<file path="src/rtl/exhaustive_vector_sweeper_if.sv">
// exhaustive_vector_sweeper_if: sweep control, DUT drive/sample and response stream
// master = sweeper, slave = controller/DUT/logger side.
interface exhaustive_vector_sweeper_if #(
   parameter int N_IN  = 4,
   parameter int N_OUT = 1,
   parameter int SIG_W = 16
);
   logic             start;
   logic             busy;
   logic             done;
   logic [N_IN-1:0]  vec_out;
   logic             vec_valid;
   logic [N_OUT-1:0] dut_resp;
   logic             resp_valid;
   logic             resp_ready;
   logic [N_IN-1:0]  resp_vec;
   logic [N_OUT-1:0] resp_data;
   logic [SIG_W-1:0] signature;
   logic [N_IN:0]    ones_count;
   modport master (
      input  start, dut_resp, resp_ready,
      output busy, done, vec_out, vec_valid, resp_valid, resp_vec, resp_data, signature, ones_count
   );
   modport slave (
      output start, dut_resp, resp_ready,
      input  busy, done, vec_out, vec_valid, resp_valid, resp_vec, resp_data, signature, ones_count
   );
endinterface

</file>
<file path="src/rtl/exhaustive_vector_sweeper.sv">
// exhaustive_vector_sweeper: applies every N_IN-bit vector, samples the response, streams pairs and a MISR.
// Define SWEEP_GRAY_EN to sweep in Gray order instead of binary order.
module exhaustive_vector_sweeper #(
   parameter int               N_IN     = 4,
   parameter int               N_OUT    = 1,
   parameter int               SETTLE   = 1,
   parameter int               SIG_W    = 16,
   parameter logic [SIG_W-1:0] SIG_POLY = 16'h1021,
   parameter logic [SIG_W-1:0] SIG_SEED = 16'hFFFF
) (
   input logic                         CK,
   input logic                         reset,
   exhaustive_vector_sweeper_if.master bus
);
   localparam int            CW   = $clog2(SETTLE + 1) + 1;
   localparam logic [N_IN:0] LAST = (N_IN + 1)'((1 << N_IN) - 1);
   typedef enum logic [2:0] {S_IDLE, S_APPLY, S_SETTLE, S_CAPTURE, S_EMIT, S_DONE} state_t;
   state_t           state, state_n;
   logic [N_IN:0]    idx;
   logic [CW-1:0]    cnt;
   logic [N_IN-1:0]  vec;
   logic [N_IN-1:0]  rvec;
   logic [N_OUT-1:0] rdata;
   logic [SIG_W-1:0] sig, misr_n;
   logic [N_IN:0]    ones;
   logic             go, ack, last, idle;
   function automatic logic [N_IN-1:0] order(input logic [N_IN:0] i);
`ifdef SWEEP_GRAY_EN
      return N_IN'(i ^ (i >> 1));
`else
      return N_IN'(i);
`endif
   endfunction
   assign idle   = state == S_IDLE || state == S_DONE;
   assign go     = idle && bus.start;
   assign ack    = state == S_EMIT && bus.resp_ready;
   assign last   = idx == LAST;
   assign misr_n = {sig[SIG_W-2:0], 1'b0} ^ (sig[SIG_W-1] ? SIG_POLY : '0) ^ SIG_W'(bus.dut_resp);
   always_ff @(posedge CK or negedge reset)
      if (!reset) state <= S_IDLE;
      else        state <= state_n;
   always_comb begin
      state_n = state;
      case (state)
         S_IDLE, S_DONE: state_n = bus.start ? S_APPLY : state;
         S_APPLY:        state_n = SETTLE > 0 ? S_SETTLE : S_CAPTURE;
         S_SETTLE:       state_n = cnt == CW'(1) ? S_CAPTURE : S_SETTLE;
         S_CAPTURE:      state_n = S_EMIT;
         S_EMIT:         state_n = !bus.resp_ready ? S_EMIT : last ? S_DONE : S_APPLY;
         default:        state_n = S_IDLE;
      endcase
   end
   // vec is loaded on the way into APPLY so it is already valid during APPLY
   always_ff @(posedge CK or negedge reset) begin
      if (!reset) begin
         idx   <= '0;
         cnt   <= '0;
         vec   <= '0;
         rvec  <= '0;
         rdata <= '0;
         sig   <= '0;
         ones  <= '0;
      end else begin
         if (go) begin
            idx  <= '0;
            vec  <= order('0);
            sig  <= SIG_SEED;
            ones <= '0;
         end
         if (state == S_APPLY) cnt <= CW'(SETTLE);
         if (state == S_SETTLE) cnt <= cnt - CW'(1);
         if (state == S_CAPTURE) begin
            rdata <= bus.dut_resp;
            rvec  <= vec;
            sig   <= misr_n;
            ones  <= ones + (N_IN + 1)'(|bus.dut_resp);
         end
         if (ack && !last) begin
            idx <= idx + (N_IN + 1)'(1);
            vec <= order(idx + (N_IN + 1)'(1));
         end
      end
   end
   assign bus.busy       = !idle;
   assign bus.done       = state == S_DONE;
   assign bus.vec_out    = vec;
   assign bus.vec_valid  = !idle;
   assign bus.resp_valid = state == S_EMIT;
   assign bus.resp_vec   = rvec;
   assign bus.resp_data  = rdata;
   assign bus.signature  = sig;
   assign bus.ones_count = ones;
endmodule

</file>
<file path="src/flat_wrapper.sv">
// flat-port wrapper written by rule: the top's interface ports become plain ports
module exhaustive_vector_sweeper_flat 
#(
   parameter int               N_IN     = 4,
   parameter int               N_OUT    = 1,
   parameter int               SETTLE   = 1,
   parameter int               SIG_W    = 16,
   parameter logic [SIG_W-1:0] SIG_POLY = 16'h1021,
   parameter logic [SIG_W-1:0] SIG_SEED = 16'hFFFF
)
  (CK, reset, bus_start, bus_dut_resp, bus_resp_ready, bus_busy, bus_done, bus_vec_out, bus_vec_valid, bus_resp_valid, bus_resp_vec, bus_resp_data, bus_signature, bus_ones_count);
  exhaustive_vector_sweeper_if #(.N_IN(N_IN), .N_OUT(N_OUT), .SIG_W(SIG_W)) bus_i ();
  input logic CK;
  input logic reset;
  input wire logic [$bits(bus_i.start)-1:0] bus_start;
  input wire logic [$bits(bus_i.dut_resp)-1:0] bus_dut_resp;
  input wire logic [$bits(bus_i.resp_ready)-1:0] bus_resp_ready;
  output wire logic [$bits(bus_i.busy)-1:0] bus_busy;
  output wire logic [$bits(bus_i.done)-1:0] bus_done;
  output wire logic [$bits(bus_i.vec_out)-1:0] bus_vec_out;
  output wire logic [$bits(bus_i.vec_valid)-1:0] bus_vec_valid;
  output wire logic [$bits(bus_i.resp_valid)-1:0] bus_resp_valid;
  output wire logic [$bits(bus_i.resp_vec)-1:0] bus_resp_vec;
  output wire logic [$bits(bus_i.resp_data)-1:0] bus_resp_data;
  output wire logic [$bits(bus_i.signature)-1:0] bus_signature;
  output wire logic [$bits(bus_i.ones_count)-1:0] bus_ones_count;
  assign bus_i.start = bus_start;
  assign bus_i.dut_resp = bus_dut_resp;
  assign bus_i.resp_ready = bus_resp_ready;
  assign bus_busy = bus_i.busy;
  assign bus_done = bus_i.done;
  assign bus_vec_out = bus_i.vec_out;
  assign bus_vec_valid = bus_i.vec_valid;
  assign bus_resp_valid = bus_i.resp_valid;
  assign bus_resp_vec = bus_i.resp_vec;
  assign bus_resp_data = bus_i.resp_data;
  assign bus_signature = bus_i.signature;
  assign bus_ones_count = bus_i.ones_count;
  exhaustive_vector_sweeper #(.N_IN(N_IN), .N_OUT(N_OUT), .SETTLE(SETTLE), .SIG_W(SIG_W), .SIG_POLY(SIG_POLY), .SIG_SEED(SIG_SEED)) u_core (.CK(CK), .reset(reset), .bus(bus_i));
endmodule
</file>
<file path="config.mk">
export PLATFORM = sky130hd
export DESIGN_NAME = exhaustive_vector_sweeper_flat
export DESIGN_NICKNAME = d
export VERILOG_FILES = /design/src/rtl/exhaustive_vector_sweeper_if.sv /design/src/rtl/exhaustive_vector_sweeper.sv /design/src/flat_wrapper.sv
export SDC_FILE = /design/constraint.sdc
export NUM_CORES = 1
export LEC_CHECK = 0
export CORE_MARGIN = 1.5
export CORE_UTILIZATION = 40
export CTS_CLUSTER_DIAMETER = 60
export CTS_CLUSTER_SIZE = 8
export DETAILED_ROUTE_END_ITERATION = 10
export PLACE_DENSITY = 0.66
export SKIP_CTS_REPAIR_TIMING = 1
export SLEW_MARGIN = 25
export SYNTH_ARGS = -nofsm -noshare
export SYNTH_HDL_FRONTEND = slang
export SYNTH_SLANG_ARGS = --single-unit
</file>
<file path="constraint.sdc">
create_clock -name CK -period 2.35 [get_ports CK]
set_input_delay 0.705 -clock CK [delete_from_list [all_inputs] [get_ports CK]]
set_output_delay 0.705 -clock CK [all_outputs]
set_load 0.02 [all_outputs]
</file>
### Word level (Yosys, flattened, before mapping)

Cells that the tools add are included.

* add/sub/neg operators: 3
* equality and inequality tests: 8
* multiplexer cells: 15
* bitwise gates (word level): 2
* reduce and logical (&&, ||, !) cells: 11

Operators by type and width (number)
* 16-bit two-way mux: 2
* 16-bit by 1-bit bitwise XOR with 16-bit output: 1
* 16-bit bitwise XOR: 1
* 5-bit two-way mux: 3
* 3-bit one-hot mux with 5 select lines: 1
* 13-bit two-way mux: 1
* 3-bit two-way mux: 3
* 4-bit two-way mux: 2
* 3-bit by 2-bit equality test with 1-bit output, second input constant: 2
* 3-bit equality test, second input constant: 2
* 2-bit nonzero test: 3
* 5-bit by 1-bit adder with 5-bit output: 1
* 5-bit by 1-bit adder with 5-bit output, second input constant: 1
* 5-bit by 4-bit equality test with 1-bit output, second input constant: 1
* 2-bit two-way mux: 2
* 3-bit by 1-bit equality test with 1-bit output, second input constant: 1
* 1-bit logical AND: 3
* 3-bit logical NOT: 1
* 2-bit by 1-bit equality test with 1-bit output, second input constant: 1
* 1-bit logical NOT: 2
* 2-bit != test, second input constant: 1
* 2-bit OR reduction: 1
* 2-bit by 1-bit subtractor with 2-bit output, second input constant: 1
* 1-bit logical OR: 1
* 1-bit two-way mux: 1

* flip-flop bits (word level): 40
* bits of input ports: 5
* output and inout port bits: 34
* word-level logic and storage cells: 47

### Longest topological paths before layout

* depth after elaboration: 5
* depth in mapped cells: 6
* gate-level depth less buffers: 6

### Worst setup path after synthesis

No wires, ideal clock.

* kind: register to output
* start point: register u_core.state[0]
* end point: output bus_vec_valid
* arrival time: 1.578 ns
* data required time: 1.645 ns
* path slack: 0.067 ns
* stages on the path, launching flop included: 6
* buffers on the path: 3
* path through: dfrtp_1 > buf_6 > buf_2 > and2_0 > o21ai_0 > buf_4

* cells in the longest elaborated chain, start to end: 3
* elaborated cells between the ends (all ways): 4
* classes of those cells: eq/ne (1); reduce/logical (3)

RTL lines
* start, declared: RTL line exhaustive_vector_sweeper.sv:18 `state_t state, state_n;`
* start signal, assigned: RTL line exhaustive_vector_sweeper.sv:41 `else state <= state_n;`
* 3-bit equality test or 3-bit logical NOT (tied branches): RTL line exhaustive_vector_sweeper.sv:34 `assign idle = state == S_IDLE || state == S_DONE;`
* 1-bit logical OR *: RTL line exhaustive_vector_sweeper.sv:34
* 1-bit logical NOT *
* end, declared: RTL line flat_wrapper.sv:21 `output wire logic [$bits(bus_i.vec_valid)-1:0] bus_vec_valid;`

Mark *: on every way between the ends. The rest lies on a longest branch, timed or not.

### Final worst setup path

* start point: register u_core.sig[15], in the netlist u_core.bus.signature[15]
* end point: output bus_signature[15]

RTL lines
* start, declared: RTL line exhaustive_vector_sweeper.sv:24 `logic [SIG_W-1:0] sig, misr_n;`
* start signal, assigned: RTL line exhaustive_vector_sweeper.sv:75 `sig <= misr_n;`
* end, declared: RTL line flat_wrapper.sv:25 `output wire logic [$bits(bus_i.signature)-1:0] bus_signature;`

No word-level cell between the ends.

==> metrics.yaml <==
drc: 0
hp-class: "reg -> reg"
yosysTopAreaCell: "dfrtp_1"
fmax_mhz: 475
h-tree-depth: 2
cts_max_path_buffers: 2
required_ns: 1.64
setup_viol: 0
status: "finished, final reports clean"
slowest_stage: "clkdlybuf4s50_1"
crit_fanout: 5
postSynthAreaPerCell_sq_um: 11.4
cp-end-kind: "output port"
relSlewSlack_pct: 69.6
ios: 39
dieWidth_um: 69.8
timing.clock.skew_ns: 0.00386
place_ws_ns: 0.0846
coreArea_sq_um: 4320
crit_arrival_ns: 1.40
gp_congestion: 0.713
ys_ff_latch: 36
num-fill-cells: 394
cellPowerDensity_nw_per_um2: 1150
ys_async_sr_fraction_pct: 100
path_clk_slew_ns: 0.07
cp_slowest_stage_delay_ns: 0.65
insertion_delay_ns: 0.29
multi_input_area_sq_um: 738
ys_types: 39
antenna_found_initial: 0
rsz0062_at_grt: "no"
yosys_warnings: 0
cts_made_buffers: 5
grt_max_degree: 37
rows: 24
drt_wl_total_um: 3830
drt_iter0_drc: 91
synth_cells: 156
syn-num-nets: 166
wire_per_inst_um: 15.5
grt_pass1_wl_um: 6560
post-route-min-period_ns: 2.11
grt_pass1_vias: 1417
reg2reg_slack_ns: 0.49
synth-edff-count: 0
vias_per_cell: 5.54
start_kind: "flop"
ant_nets: 0
die_h_um: 69.8
nets: 204
area_growth_pct: 28.1
p_leak_nw: 0.943
yosysMostFrequentCell: "dfrtp_1"
cap_viol_max_count: 0
drive_above_1_share_pct: 19.5
diodes: 0
firstDrtPassIters: 4
fin_hold_ws_ns: 0.478
final_area_sq_um: 2290
grt_overflow_total: 0
synth_area_sq_um: 1790
slew_violations: 0
worstSetupPathType: "reg -> out"
hpwl_um: 2730
cts.sinks: 36
regArea_sq_um: 901
cts_root_buf: "clkbuf_8"
peakVddDrop_v: 0.000463
ys.flop_type: "dfrtp_1"
start_util_pct: 41.3
placed_cell_area_sq_um: 2190
netlist_top_cells_area: "dfrtp_1 50%, o32a_2 9.5%, nand2_1 3.8%"
crit_buf_inv: 1
grt_usage_pct: 16.7
num_vias: 1369
min_period_over_period_pct: 89.7
path_cells: "clkdlybuf4s50_1"
ys_seq_area_share_pct: 50.5
dieArea_sq_um: 4870
synth_top_area_share_pct: 50.5
hold_viol: 0
worst_pin_slew_ns: 0.455
portBuffers: 38
cp_top_family: "buffers and inverters"
cts_tree: "yes"
fin_ws_ns: 0.243
synthTopCellsByCount: "36 x dfrtp_1, 18 x nand2_1, 15 x o32a_2, 10 x o21ai_0"
-- layout by cell type, fill, tap and decap left out, types with 2 or more instances in the layout --
cell type        Yosys  routed
and3_1               2       2
nand4_1              2       2
buf_4                6       8
nor2_1               4       4
nand3_1              4       4
clkdlybuf4s50_1      0      34
nor2b_1              3       3
clkbuf_8             0       6
o32a_2              15      15
ha_1                 5       5
nand2b_1             2       2
xor2_1               5       5
mux2i_1              3       3
clkbuf_1             1       2
o221ai_1             2       2
inv_1                6       6
o21ai_0             10      10
dfrtp_1             36      36
o22ai_1              4       4
a31o_2               2       2
dlymetal6s2s_1       0       4
nand2_1             18      18
-- state kept, by name (all words and copies together) (netlist names) --
name,flops
u_core.bus.ones_count,5
u_core.bus.resp_data,1
u_core.bus.resp_vec,4
u_core.bus.signature,16
u_core.bus.vec_out,3
u_core.cnt,2
u_core.idx,2
u_core.state,3
-- power breakdown --
part	internal, mW	switching [mW]
sequential	0.788	0.159
combinational	0.605	0.626
clock	0.239	0.208
total	1.63	0.993
-- through the flow --
step	cells	util (%)	total power, mW	setup TNS, ns
after global placement	239	50.6	2.16	0
final	247	52.9	2.63	0
after global routing	247	52.9	2.78	0
after floorplan	156	-	1.74	0
after CTS	247	52.7	2.65	-0.443
after detailed placement	239	50.6	2.20	0
-- worst register-to-register path, stage by stage (launching register included) --
cell,delay (ns)
dfrtp_1,0.43
ha_1,0.25
and3_1,0.19
ha_1,0.20
nand4bb_1,0.22
a31oi_4,0.28
o221ai_1,0.15
-- kinds of logic (layout without fill, tap and decap cells) --
kind of cell             Yosys count  count (layout)  synth area share (%)
adder cells (fa/ha/maj)            5               5                  3.50
buffers and inverters             22              61                  8.20
XOR/XNOR                           6               6                  2.94
AND/OR/NAND/NOR                   45              45                  14.2
AO/OA/AOI/OAI                     39              39                  19.1
flip-flops                        36              36                  50.5
multiplexers                       3               3                  1.68
-- path summary, 6_finish.rpt --
check / startpoint / to / cells after the start
hold / removal: u_core.bus.resp_vec[1]$_DFFE_PN0N_ / u_core.bus.resp_vec[1]$_DFFE_PN0N_ / 2
min in group asynchronous: reset / u_core.bus.signature[11]$_DFFE_PN0P_ / 2
hold reg to reg: u_core.bus.resp_vec[1]$_DFFE_PN0N_ / u_core.bus.resp_vec[1]$_DFFE_PN0N_ / 2
max in group asynchronous: reset / u_core.bus.signature[6]$_DFFE_PN0P_ / 2
setup reg to reg: u_core.bus.vec_out[0]$_DFFE_PN0P_ / u_core.idx[3]$_DFFE_PN0P_ / 6
setup / recovery: u_core.bus.signature[15]$_DFFE_PN0P_ / bus_signature[15] / 1
-- routing by layer --
layer  vias to the layer above  global-route usage (%)  wire [um]
li1                        642                       -          -
met1                       685                    18.9       1640
met2                        35                    30.4       1950
met3                         7                    4.07        177
met4                         0                    5.77         59
met5                         -                       0          0
-- final cells by class --
cell class                      count  share of cell area [%]
Clock buffer                        8                    3.94
Inverter                            6                   0.985
Multi-Input combinational cell     98                    32.3
Sequential cell                    36                    39.4
Tap cell                           52                    2.84
Timing Repair Buffer               47                    20.6
Power figures use the tool's default switching activity.
